`config.mk`:
```
export PLATFORM = sky130hd
export DESIGN_NAME = modbus_frame_tx_flat
export DESIGN_NICKNAME = d
export VERILOG_FILES = /design/src/rtl/modbus_frame_tx_pkg.sv /design/src/rtl/modbus_frame_tx_if.sv /design/src/rtl/modbus_frame_tx_crc16.sv /design/src/rtl/modbus_frame_tx.sv /design/src/flat_wrapper.sv
export SDC_FILE = /design/constraint.sdc
export NUM_CORES = 1
export LEC_CHECK = 0
export ABC_AREA = 1
export CORE_MARGIN = 2
export CORE_UTILIZATION = 45
export CTS_CLUSTER_SIZE = 28
export DETAILED_ROUTE_END_ITERATION = 8
export PLACE_DENSITY = 0.66
export SKIP_LAST_GASP = 1
export SYNTH_ARGS = -nofsm -noshare
export SYNTH_HDL_FRONTEND = slang
export SYNTH_SLANG_ARGS = --single-unit
export TNS_END_PERCENT = 50
```
`constraint.sdc`:
```
create_clock -name clk_in -period 3.9 [get_ports clk_in]
set_input_delay 1.17 -clock clk_in [delete_from_list [all_inputs] [get_ports clk_in]]
set_output_delay 1.17 -clock clk_in [all_outputs]
set_load 0.005 [all_outputs]
```
`src/rtl/modbus_frame_tx_pkg.sv`:
```
// Shared constants, types and helpers for the Modbus RTU frame transmitter.
//   CRC_INIT / CRC_POLY : Modbus CRC16 start value and reflected polynomial
//   T35_US / FAST_BAUD  : fixed inter-frame silence used above FAST_BAUD
//   state_t             : frame sequencer states
//   phase_t             : which part of the frame is currently on the line
//   gap_cycles()        : t3.5 silence length in clock cycles
//   crc_bit_step()      : one LSB-first step of the reflected CRC
package modbus_frame_tx_pkg;

  localparam logic [15:0] CRC_INIT  = 16'hFFFF;
  localparam logic [15:0] CRC_POLY  = 16'hA001;
  localparam int          T35_US    = 1750;
  localparam int          FAST_BAUD = 19200;

  typedef enum logic [2:0] {
    ST_IDLE,
    ST_FETCH,
    ST_RDWAIT,
    ST_ARM,
    ST_SEND,
    ST_WAITD,
    ST_GAP,
    ST_DONE
  } state_t;

  typedef enum logic [1:0] {
    PH_PAYLOAD,
    PH_CRCLO,
    PH_CRCHI
  } phase_t;

  // Above FAST_BAUD the silence is a fixed 1.75 ms; below it is 3.5 characters
  // of 11 bits (38.5 bit times). 64-bit math keeps CLK_FREQ*385 from overflowing.
  function automatic int gap_cycles(input int clk_freq, input int baud_rate);
    if (baud_rate > FAST_BAUD) return clk_freq / 1000000 * T35_US;
    return int'((longint'(clk_freq) * 385) / (longint'(baud_rate) * 10));
  endfunction

  function automatic logic [15:0] crc_bit_step(input logic [15:0] crc, input logic din);
    logic fb;
    fb = crc[0] ^ din;
    return {1'b0, crc[15:1]} ^ (fb ? CRC_POLY : 16'h0000);
  endfunction

endpackage

```
`src/rtl/modbus_frame_tx_if.sv`:
```
// Handshake bundle of the frame transmitter.
//   frame_start/frame_len           : frame request from the protocol engine
//   buf_rd_en/buf_rd_addr/buf_rd_data : response buffer read port (1-cycle latency)
//   tx_start/tx_data/tx_done/tx_state : byte interface to uart_byte_tx
//   busy/frame_done/crc_out         : status back to the protocol engine
// Modport master is the frame transmitter, slave is its environment.
interface modbus_frame_tx_if #(
  parameter int ADDR_W = 8
);
  logic              frame_start;
  logic [ADDR_W-1:0] frame_len;
  logic              buf_rd_en;
  logic [ADDR_W-1:0] buf_rd_addr;
  logic [7:0]        buf_rd_data;
  logic              tx_start;
  logic [7:0]        tx_data;
  logic              tx_done;
  logic              tx_state;
  logic              busy;
  logic              frame_done;
  logic [15:0]       crc_out;

  modport master (
    input  frame_start, frame_len, buf_rd_data, tx_done, tx_state,
    output buf_rd_en, buf_rd_addr, tx_start, tx_data, busy, frame_done, crc_out
  );

  modport slave (
    output frame_start, frame_len, buf_rd_data, tx_done, tx_state,
    input  buf_rd_en, buf_rd_addr, tx_start, tx_data, busy, frame_done, crc_out
  );
endinterface

```
`src/rtl/modbus_frame_tx_crc16.sv`:
```
// Bit-serial Modbus CRC16 (reflected 0xA001, LSB first).
//   clk, rst_n : clock, asynchronous active-low reset
//   load       : restart the CRC at 0xFFFF
//   start      : begin folding byte_in (8 cycles)
//   crc        : running CRC value
//   ready      : no fold in progress
// Shared with the receive-side checker.
module crc16_modbus_serial
  import modbus_frame_tx_pkg::*;
(
  input  logic        clk,
  input  logic        rst_n,
  input  logic        load,
  input  logic        start,
  input  logic [7:0]  byte_in,
  output logic [15:0] crc,
  output logic        ready
);

  logic [15:0] crc_q;
  logic [7:0]  shift_q;
  logic [3:0]  bits_left_q;

  // NOTE: registers take non-blocking assignments so every flop samples
  // pre-edge values regardless of statement order.
  always_ff @(posedge clk or negedge rst_n) begin
    if (!rst_n) begin
      crc_q       <= CRC_INIT;
      shift_q     <= '0;
      bits_left_q <= '0;
    end else if (load) begin
      crc_q       <= CRC_INIT;
      bits_left_q <= '0;
    end else if (start) begin
      shift_q     <= byte_in;
      bits_left_q <= 4'd8;
    end else if (bits_left_q != 4'd0) begin
      crc_q       <= crc_bit_step(crc_q, shift_q[0]);
      shift_q     <= {1'b0, shift_q[7:1]};
      bits_left_q <= bits_left_q - 4'd1;
    end
  end

  assign crc   = crc_q;
  assign ready = (bits_left_q == 4'd0);

endmodule

```
`src/rtl/modbus_frame_tx.sv`:
```
// Modbus RTU frame transmit sequencer, upstream of uart_byte_tx.
//   clk_in, rst_n_in : clock, asynchronous active-low reset
//   bus (master)     : frame request, buffer read port, uart byte handshake,
//                      busy/frame_done/crc_out status
// Reads the payload byte by byte, sends it, appends the CRC low byte then high
// byte, waits the t3.5 silence and pulses frame_done.
module modbus_frame_tx
  import modbus_frame_tx_pkg::*;
#(
  parameter int CLK_FREQ  = 50_000_000,
  parameter int BAUD_RATE = 115_200,
  parameter int ADDR_W    = 8
) (
  input  logic               clk_in,
  input  logic               rst_n_in,
  modbus_frame_tx_if.master  bus
);

  localparam int GAP_CYC = gap_cycles(CLK_FREQ, BAUD_RATE);
  localparam int GAP_W   = $clog2(GAP_CYC + 1);

  state_t            state_q, state_d;
  phase_t            phase_q;
  logic [ADDR_W-1:0] len_q;
  logic [ADDR_W-1:0] addr_q;
  logic [7:0]        tx_data_q;
  logic [15:0]       crc_out_q;
  logic              send_cnt_q;
  logic [GAP_W-1:0]  gap_cnt_q;
  logic [15:0]       crc_val;
  logic              crc_ready;

  logic accept, last_byte, gap_end;

  assign accept    = (state_q == ST_IDLE) && bus.frame_start && (bus.frame_len != '0);
  assign last_byte = (addr_q == len_q - ADDR_W'(1));
  // Counter is loaded with 1 on the final tx_done, so DONE lands GAP_CYC
  // cycles after the cycle that carried tx_done.
  assign gap_end   = (gap_cnt_q == GAP_W'(GAP_CYC - 1));

  crc16_modbus_serial u_crc (
    .clk     (clk_in),
    .rst_n   (rst_n_in),
    .load    (accept),
    .start   (state_q == ST_RDWAIT),
    .byte_in (bus.buf_rd_data),
    .crc     (crc_val),
    .ready   (crc_ready)
  );

  always_ff @(posedge clk_in or negedge rst_n_in) begin
    if (!rst_n_in) state_q <= ST_IDLE;
    else           state_q <= state_d;
  end

  // NOTE: state_d gets a default before the case so no path leaves it
  // unassigned, which would otherwise infer a latch.
  always_comb begin
    state_d = state_q;
    case (state_q)
      ST_IDLE:   if (accept) state_d = ST_FETCH;
      ST_FETCH:  state_d = ST_RDWAIT;
      ST_RDWAIT: state_d = ST_ARM;
      ST_ARM:    if (!bus.tx_state) state_d = ST_SEND;
      ST_SEND:   if (send_cnt_q) state_d = ST_WAITD;
      ST_WAITD: begin
        if (bus.tx_done) begin
          if (phase_q == PH_CRCHI)                      state_d = ST_GAP;
          else if (phase_q == PH_PAYLOAD && !last_byte) state_d = ST_FETCH;
          else                                          state_d = ST_ARM;
        end
      end
      ST_GAP:    if (gap_end) state_d = ST_DONE;
      ST_DONE:   state_d = ST_IDLE;
      default:   state_d = ST_IDLE;
    endcase
  end

  always_ff @(posedge clk_in or negedge rst_n_in) begin
    if (!rst_n_in) begin
      len_q      <= '0;
      addr_q     <= '0;
      phase_q    <= PH_PAYLOAD;
      tx_data_q  <= '0;
      crc_out_q  <= '0;
      send_cnt_q <= 1'b0;
      gap_cnt_q  <= '0;
    end else begin
      // Toggles 0 -> 1 -> 0 across the two SEND cycles.
      send_cnt_q <= (state_q == ST_SEND) && !send_cnt_q;
      case (state_q)
        ST_IDLE: begin
          if (accept) begin
            len_q   <= bus.frame_len;
            addr_q  <= '0;
            phase_q <= PH_PAYLOAD;
          end
        end
        ST_RDWAIT: tx_data_q <= bus.buf_rd_data;
        ST_WAITD: begin
          if (bus.tx_done) begin
            case (phase_q)
              PH_PAYLOAD: begin
                if (last_byte) begin
                  tx_data_q <= crc_val[7:0];
                  phase_q   <= PH_CRCLO;
                end else begin
                  addr_q <= addr_q + ADDR_W'(1);
                end
              end
              PH_CRCLO: begin
                tx_data_q <= crc_val[15:8];
                phase_q   <= PH_CRCHI;
              end
              PH_CRCHI: begin
                crc_out_q <= crc_val;
                gap_cnt_q <= GAP_W'(1);
              end
              default: ;
            endcase
          end
        end
        ST_GAP:  gap_cnt_q <= gap_cnt_q + GAP_W'(1);
        default: ;
      endcase
    end
  end

  // tx_start is a pure state decode so an asynchronous reset drops it at once.
  assign bus.buf_rd_en   = (state_q == ST_FETCH);
  assign bus.buf_rd_addr = addr_q;
  assign bus.tx_start    = (state_q == ST_SEND);
  assign bus.tx_data     = tx_data_q;
  assign bus.busy        = (state_q != ST_IDLE) && (state_q != ST_DONE);
  assign bus.frame_done  = (state_q == ST_DONE);
  assign bus.crc_out     = crc_out_q;

  // A byte transmission lasts far longer than the 8-cycle fold, so the CRC
  // must be settled by the time any byte completes.
  a_crc_settled: assert property (@(posedge clk_in) disable iff (!rst_n_in)
    (state_q == ST_WAITD && bus.tx_done) |-> crc_ready);

endmodule

```
`src/flat_wrapper.sv`:
```
// flat-port wrapper written by rule: the top's interface ports become plain ports
module modbus_frame_tx_flat import modbus_frame_tx_pkg::*;
#(
  parameter int CLK_FREQ  = 50_000_000,
  parameter int BAUD_RATE = 115_200,
  parameter int ADDR_W    = 8
)
  (clk_in, rst_n_in, bus_frame_start, bus_frame_len, bus_buf_rd_data, bus_tx_done, bus_tx_state, bus_buf_rd_en, bus_buf_rd_addr, bus_tx_start, bus_tx_data, bus_busy, bus_frame_done, bus_crc_out);
  modbus_frame_tx_if #(.ADDR_W(ADDR_W)) bus_i ();
  input  logic clk_in;
  input  logic rst_n_in;
  input wire logic [$bits(bus_i.frame_start)-1:0] bus_frame_start;
  input wire logic [$bits(bus_i.frame_len)-1:0] bus_frame_len;
  input wire logic [$bits(bus_i.buf_rd_data)-1:0] bus_buf_rd_data;
  input wire logic [$bits(bus_i.tx_done)-1:0] bus_tx_done;
  input wire logic [$bits(bus_i.tx_state)-1:0] bus_tx_state;
  output wire logic [$bits(bus_i.buf_rd_en)-1:0] bus_buf_rd_en;
  output wire logic [$bits(bus_i.buf_rd_addr)-1:0] bus_buf_rd_addr;
  output wire logic [$bits(bus_i.tx_start)-1:0] bus_tx_start;
  output wire logic [$bits(bus_i.tx_data)-1:0] bus_tx_data;
  output wire logic [$bits(bus_i.busy)-1:0] bus_busy;
  output wire logic [$bits(bus_i.frame_done)-1:0] bus_frame_done;
  output wire logic [$bits(bus_i.crc_out)-1:0] bus_crc_out;
  assign bus_i.frame_start = bus_frame_start;
  assign bus_i.frame_len = bus_frame_len;
  assign bus_i.buf_rd_data = bus_buf_rd_data;
  assign bus_i.tx_done = bus_tx_done;
  assign bus_i.tx_state = bus_tx_state;
  assign bus_buf_rd_en = bus_i.buf_rd_en;
  assign bus_buf_rd_addr = bus_i.buf_rd_addr;
  assign bus_tx_start = bus_i.tx_start;
  assign bus_tx_data = bus_i.tx_data;
  assign bus_busy = bus_i.busy;
  assign bus_frame_done = bus_i.frame_done;
  assign bus_crc_out = bus_i.crc_out;
  modbus_frame_tx #(.CLK_FREQ(CLK_FREQ), .BAUD_RATE(BAUD_RATE), .ADDR_W(ADDR_W)) u_core (.clk_in(clk_in), .rst_n_in(rst_n_in), .bus(bus_i));
endmodule
```
* Word-level counts from Yosys, hierarchy flattened *
Cells that the tools add are included.

storage, ports and cells
  flip-flop bits (word level) = 91
  input bits = 21
  output and inout port bits = 36
  word-level logic and storage cells = 102

cells by class
  $add $sub $neg = 4
  equal/unequal tests = 23
  muxes and demuxes = 34
  bitwise logic cells = 3
  reductions and logical operators = 27

operators with widths
  kind                     count
  $mux W16                 4
  $mux W8                  8
  $pmux W8 S2              3
  $mux W17                 2
  $pmux W17 S2             1
  $pmux W3 S8              1
  $mux W3                  6
  $add A17 B1 Y17 const B  1
  $eq A17 B17 Y1 const B   1
  $xor A15 B16 Y16         1
  $reduce_and A5 Y1        3
  $eq A3 B3 Y1 const B     4
  $mux W4                  3
  $ne A2 B1 Y1 const B     6
  $reduce_bool A2 Y1       5
  $add A8 B1 Y8 const B    1
  $eq A8 B8 Y1             1
  $mux W2                  4
  $pmux W2 S2              2
  $reduce_bool A8 Y1       1
  $sub A8 B1 Y8 const B    1
  $eq A3 B2 Y1 const B     2
  $ne A2 B2 Y1 const B     3
  $ne A3 B2 Y1 const B     2
  16 further kinds         25

* Depth between registers and ports, before layout *
  depth after elaboration = 8
  depth in mapped cells = 15
  gate-level depth less buffers = 15

* By module *
Synthesis repeated with hierarchy kept, for this count alone.

unflattened totals
  cell total of the unflattened synthesis = 643
  area total of the unflattened synthesis = 5072.4 µm²

by module, submodules not included
  module               times used  cells an instance  area an instance (µm²)  seq. area each (µm²)
  modbus_frame_tx      1           472                3664.8                  1576.5
  crc16_modbus_serial  1           171                1407.6                  720.7

* Worst setup path after synthesis *
No wires, ideal clock.

  path type = input -> register
  from = input port bus_frame_len[4]
  to = register u_core.u_crc.crc_q[12], in the netlist u_core.u_crc.crc[12]
  library setup time = 0.086 ns
  arrival = 2.159 ns
  data required time = 3.814 ns
  path slack = 1.654 ns
  stages on the path = 11
  buffers on the path = 1
  cell sequence = inv_1 > nand2_1 > nor3_1 > nand3_1 > nand2_2 > inv_2 > nor2_1 > nor2_4 > buf_2 > o21ai_0 > o21ai_0

between the ends
  cells in the longest elaborated chain, start to end = 4
  elaborated cells between the ends (all ways) = 6
  those cells by class = eq/ne: 1; mux: 1; reduce/logical: 4

ends and longest elaborated chain
  element                                                       RTL line                     source
  from (decl)                                                   flat_wrapper.sv:13           input wire logic [$bits(bus_i.frame_len)-1:0] bus_frame_len;
  $reduce_bool A8 Y1 *                                          modbus_frame_tx.sv:35        assign accept = (state_q == ST_IDLE) && bus.frame_start && (bus.frame_len != '0);
  $logic_and A1 B1 Y1 *                                         modbus_frame_tx.sv:35
  $ne A2 B1 Y1 (no line) or $reduce_bool A2 Y1 (tied branches)  n/a
  $reduce_and A2 Y1 (no line)                                   n/a
  to (signal assigned)                                          modbus_frame_tx_crc16.sv:38  crc_q <= crc_bit_step(crc_q, shift_q[0]);
  to (decl)                                                     modbus_frame_tx_crc16.sv:20  logic [15:0] crc_q;

Mark *: on every way between the ends. The rest lies on a longest branch, timed or not.
A chain may end at the register's enable or synchronous reset.

* Worst setup path after layout *
  from = register u_core.state_q[2]
  to = output port bus_busy

between the ends
  cells in the longest elaborated chain, start to end = 2
  elaborated cells between the ends (all ways) = 3
  those cells by class = eq/ne: 1; reduce/logical: 2

ends and longest elaborated chain
  element                                             RTL line                source
  from (decl)                                         modbus_frame_tx.sv:22   state_t state_q, state_d;
  from (signal assigned)                              modbus_frame_tx.sv:53   else state_q <= state_d;
  $ne A3 B3 Y1 or $reduce_bool A3 Y1 (tied branches)  modbus_frame_tx.sv:134  assign bus.busy = (state_q != ST_IDLE) && (state_q != ST_DONE);
  $logic_and A1 B1 Y1 *                               modbus_frame_tx.sv:134
  to (decl)                                           flat_wrapper.sv:21      output wire logic [$bits(bus_i.busy)-1:0] bus_busy;

Marked as above.

==> results.py <==
metrics = {
    "timing": {
        "final-hold-violation-count": 0,
        "rsz0062_at_grt": "false",
        "setup_viol": 0,
        "fmax_mhz": 337,
        "fin_crit_sh": 0.761,
        "tightestPinTransition_ns": 0.584,
        "finalSetupTns_ns": 0,
        "slew_violations": 0,
        "period_minus_slack_ns": 2.97,
        "finClkSkew_ns": 0.0119,
        "maxSlewHeadroom": 0.611,
    },
    "clock_tree": {
        "clkSinkCount": 91,
        "cts_tree": "done",
        "numCtsBuffers": 9,
        "cts_resized": 0,
        "clockBufferDepth": 2,
        "cts_hold_buffers": 0,
        "clock_latency_ns": 0.37,
        "cts_setup_buffers": 0,
        "root_buffer": "clkbuf_8",
        "cts.clk_slew.worst_paths_ns": 0.09,
        "htreeDepth": 3,
    },
    "logic_synthesis": {
        "ys_types": 41,
        "ys.warnings.count": 0,
        "synth_compound_area_frac": 0.136,
        "syn_area_per_cell_sq_um": 7.92,
        "syn_inst": 608,
        "yosys.area_share.adder": 0.0104,
        "synth_top_family_by_area": "simple AND/OR/NAND/NOR gates",
        "synthMuxAreaShare": 0,
        "synth_xor_area_frac": 0.0273,
        "ys_seq_elements": 91,
        "synth.cell_area_sq_mm": 0.00482,
        "synth-simple-area-share": 0.272,
        "synth_fp_nets": 633,
        "ys_seq_area_frac": 0.477,
    },
    "finish": {
        "drive_above_1_share": 0.0930,
        "fill_cells": 969,
        "nets": 687,
        "diodes": 0,
        "areaGrowthSynthToFinish_pct": 18.3,
    },
    "routing": {
        "vias": 4309,
        "route.detailed.drc": 0,
        "first_pass_iters": 5,
        "wl_um": 11700,
        "final_antenna_net_count": 0,
        "drt_iter0_drc": 210,
        "routed_via_density": 5.37,
        "post_drt_wl_per_cell_um": 14.5,
    },
    "power_and_ir_drop": {
        "power_density_mw_per_mm2": 716,
        "irDropWorstVdd_v": 0.000332,
        "p_leak_uw": 0.00267,
        "power.total_uw": 4080,
    },
    "global_routing": {
        "antenna_found_initial": 0,
        "grtUsageTotal": 0.223,
        "grt_pass1_vias": 4226,
        "grt_pass1_wl_um": 20300,
        "grt_max_degree": 48,
        "overflow": 0,
    },
    "setup_path": {
        "rr_startpoint": "u_core.state_q[2]",
        "end_kind": "output port",
        "path_cells": "inv_2, nand2_1, inv_1, nor2_1, clkdlybuf4s50_1",
        "critical_path.slowest_cell": "dfrtp_1",
        "critPathKind": "register to output port",
        "path_max_fanout": 7,
        "cpPeakStageDelay_ns": 0.51,
        "crit_required_ns": 2.73,
        "crit_start": "u_core.state_q[2]",
        "arrival_ns": 1.80,
        "crit_path_start_kind": "register",
    },
    "die": {
        "dieArea_sq_mm": 0.0116,
        "core_sq_mm": 0.0104,
        "fp.dieH_um": 107,
        "start_util": 0.465,
        "fp-row-count": 37,
        "die_w_um": 107,
        "io_pins": 57,
    },
    "min_path": {
        "hp-class": "register to register",
        "hold_path_startpoint": "u_core.send_cnt_q",
    },
    "job": {
        "cap_violations": 0,
    },
    "placed_design": {
        "io_buffers": 56,
        "hpwl_um": 8580,
        "place.gp.congestion": 0.902,
    },
    "outcome": {
        "run_status": "finished clean",
    },
}
sequential cells by signal (all words and copies together), names as in the netlist:
signal                    flops
u_core.gap_cnt_q             17
u_core.bus.crc_out           16
u_core.u_crc.crc             16
u_core.bus.buf_rd_addr        8
u_core.bus.tx_data            8
u_core.len_q                  8
u_core.u_crc.shift_q          8
u_core.u_crc.bits_left_q      4
u_core.state_q                3
u_core.phase_q                2
u_core.send_cnt_q             1
critical path, delay by kind of cell, from the launching register on:
family	cells	cell delay (ns)
AND/OR/NAND/NOR	2	0.23
flip-flops	1	0.51
buffers and inverters	3	0.69
logic make-up (layout without fill, tap and decap cells):
group	after synthesis	in the layout
AO/OA/AOI/OAI	115	115
XOR/XNOR	15	15
AND/OR/NAND/NOR	291	291
buffers and inverters	92	151
adder cells (fa/ha/maj)	4	4
flip-flops	91	91
where the power goes:
group / leakage [uW] / switching (uW) / internal (uW)
sequential: 0.00113 / 285 / 1350
combinational: 0.00144 / 1120 / 655
clock: 0.000104 / 348 / 318
layer usage:
| layer | vias up | part of all wire | track usage |
|---|---|---|---|
| li1 | 2118 | - | - |
| met1 | 2067 | 0.46 | 0.306 |
| met2 | 106 | 0.47 | 0.344 |
| met3 | 18 | 0.048 | 0.0460 |
| met4 | 0 | 0.020 | 0.0916 |
| met5 | - | 0 | 0 |
placed cells by master (no fill, tap or decap), types with 2 or more instances in the layout:
| cell | n |
|---|---|
| nand2_1 | 150 |
| dfrtp_1 | 75 |
| inv_1 | 69 |
| o21ai_0 | 63 |
| nor2_1 | 58 |
| clkdlybuf4s50_1 | 55 |
| nand4_1 | 24 |
| nand3_1 | 18 |
| dfstp_2 | 16 |
| nor3_1 | 14 |
| xor2_1 | 11 |
| a31oi_1 | 10 |
| clkbuf_8 | 10 |
| o21ai_1 | 9 |
| a21oi_1 | 9 |
| nor2_2 | 7 |
| o221ai_1 | 7 |
| inv_2 | 5 |
| o22ai_1 | 5 |
| nand3_2 | 5 |
| nand2_2 | 4 |
| xnor2_1 | 4 |
| ha_1 | 4 |
| nor2_4 | 3 |
| buf_4 | 3 |
| a22o_1 | 2 |
| a22oi_1 | 2 |
| o211ai_1 | 2 |
| nor3b_1 | 2 |
| nor4_1 | 2 |
| o32ai_1 | 2 |
| nand3b_1 | 2 |
| clkinv_4 | 2 |
stage by stage:
stage / hold WS, ns / cell area, sq um / utilization / instances / setup slack [ns]
after global placement: 0.408 / 5500 / 0.530 / 787 / 0.691
after CTS: 0.437 / 5700 / 0.550 / 803 / 0.886
after detailed placement: 0.424 / 5500 / 0.530 / 787 / 0.614
after global routing: 0.451 / 5700 / 0.550 / 803 / 0.686
final: 0.429 / 5700 / 0.550 / 803 / 0.931
after floorplan: 0.388 / 4820 / - / 608 / 1.65
cell type report:
type	count	area, sq um	share of cell area
sequential	91	2300	0.403
multi-input combinational	425	2150	0.377
timing repair buffer	59	593	0.104
inverter	76	288	0.0505
tap	136	170	0.0299
clock buffer	11	141	0.0248
clock inverter	5	61.3	0.0108
final timing paths:
| check | end | slack, ns | depth (start not counted) |
|---|---|---|---|
| worst max-delay path | bus_busy | 0.93 | 5 |
| min in group asynchronous | u_core.bus.buf_rd_addr[5] | 0.78 | 1 |
| worst max register to register | u_core.u_crc.crc[3] | 1.55 | 9 |
| max in group asynchronous | u_core.u_crc.crc[7] | 2.40 | 2 |
| worst min register to register | u_core.send_cnt_q | 0.43 | 1 |
| worst min-delay path | u_core.send_cnt_q | 0.43 | 1 |
Yosys cell counts (all sizes together):
master  number  area [sq um]
a211oi       1          7.51
a21oi       10          53.8
a22o         2          17.5
a22oi        2          15.0
a31oi       10          62.6
and3         1          6.26
buf         11          66.3
clkbuf       5          18.8
clkinv       1          3.75
dfrtp       75          1880
dfstp       16           420
ha           4          50.1
inv         75           284
nand2      154           588
nand3       24           158
nand3b       2          15.0
nand4       24           150
nor2        68           295
nor3        14          70.1
nor3b        2          15.0
nor4         2          12.5
o211ai       2          15.0
o21a         1          7.51
o21ai       72           360
o221ai       7          61.3
o22ai        5          31.3
o31ai        1          7.51
o32ai        2          17.5
xnor2        4          35.0
xor2        11          96.3
Note: power is estimated with default switching activity, not from simulation.
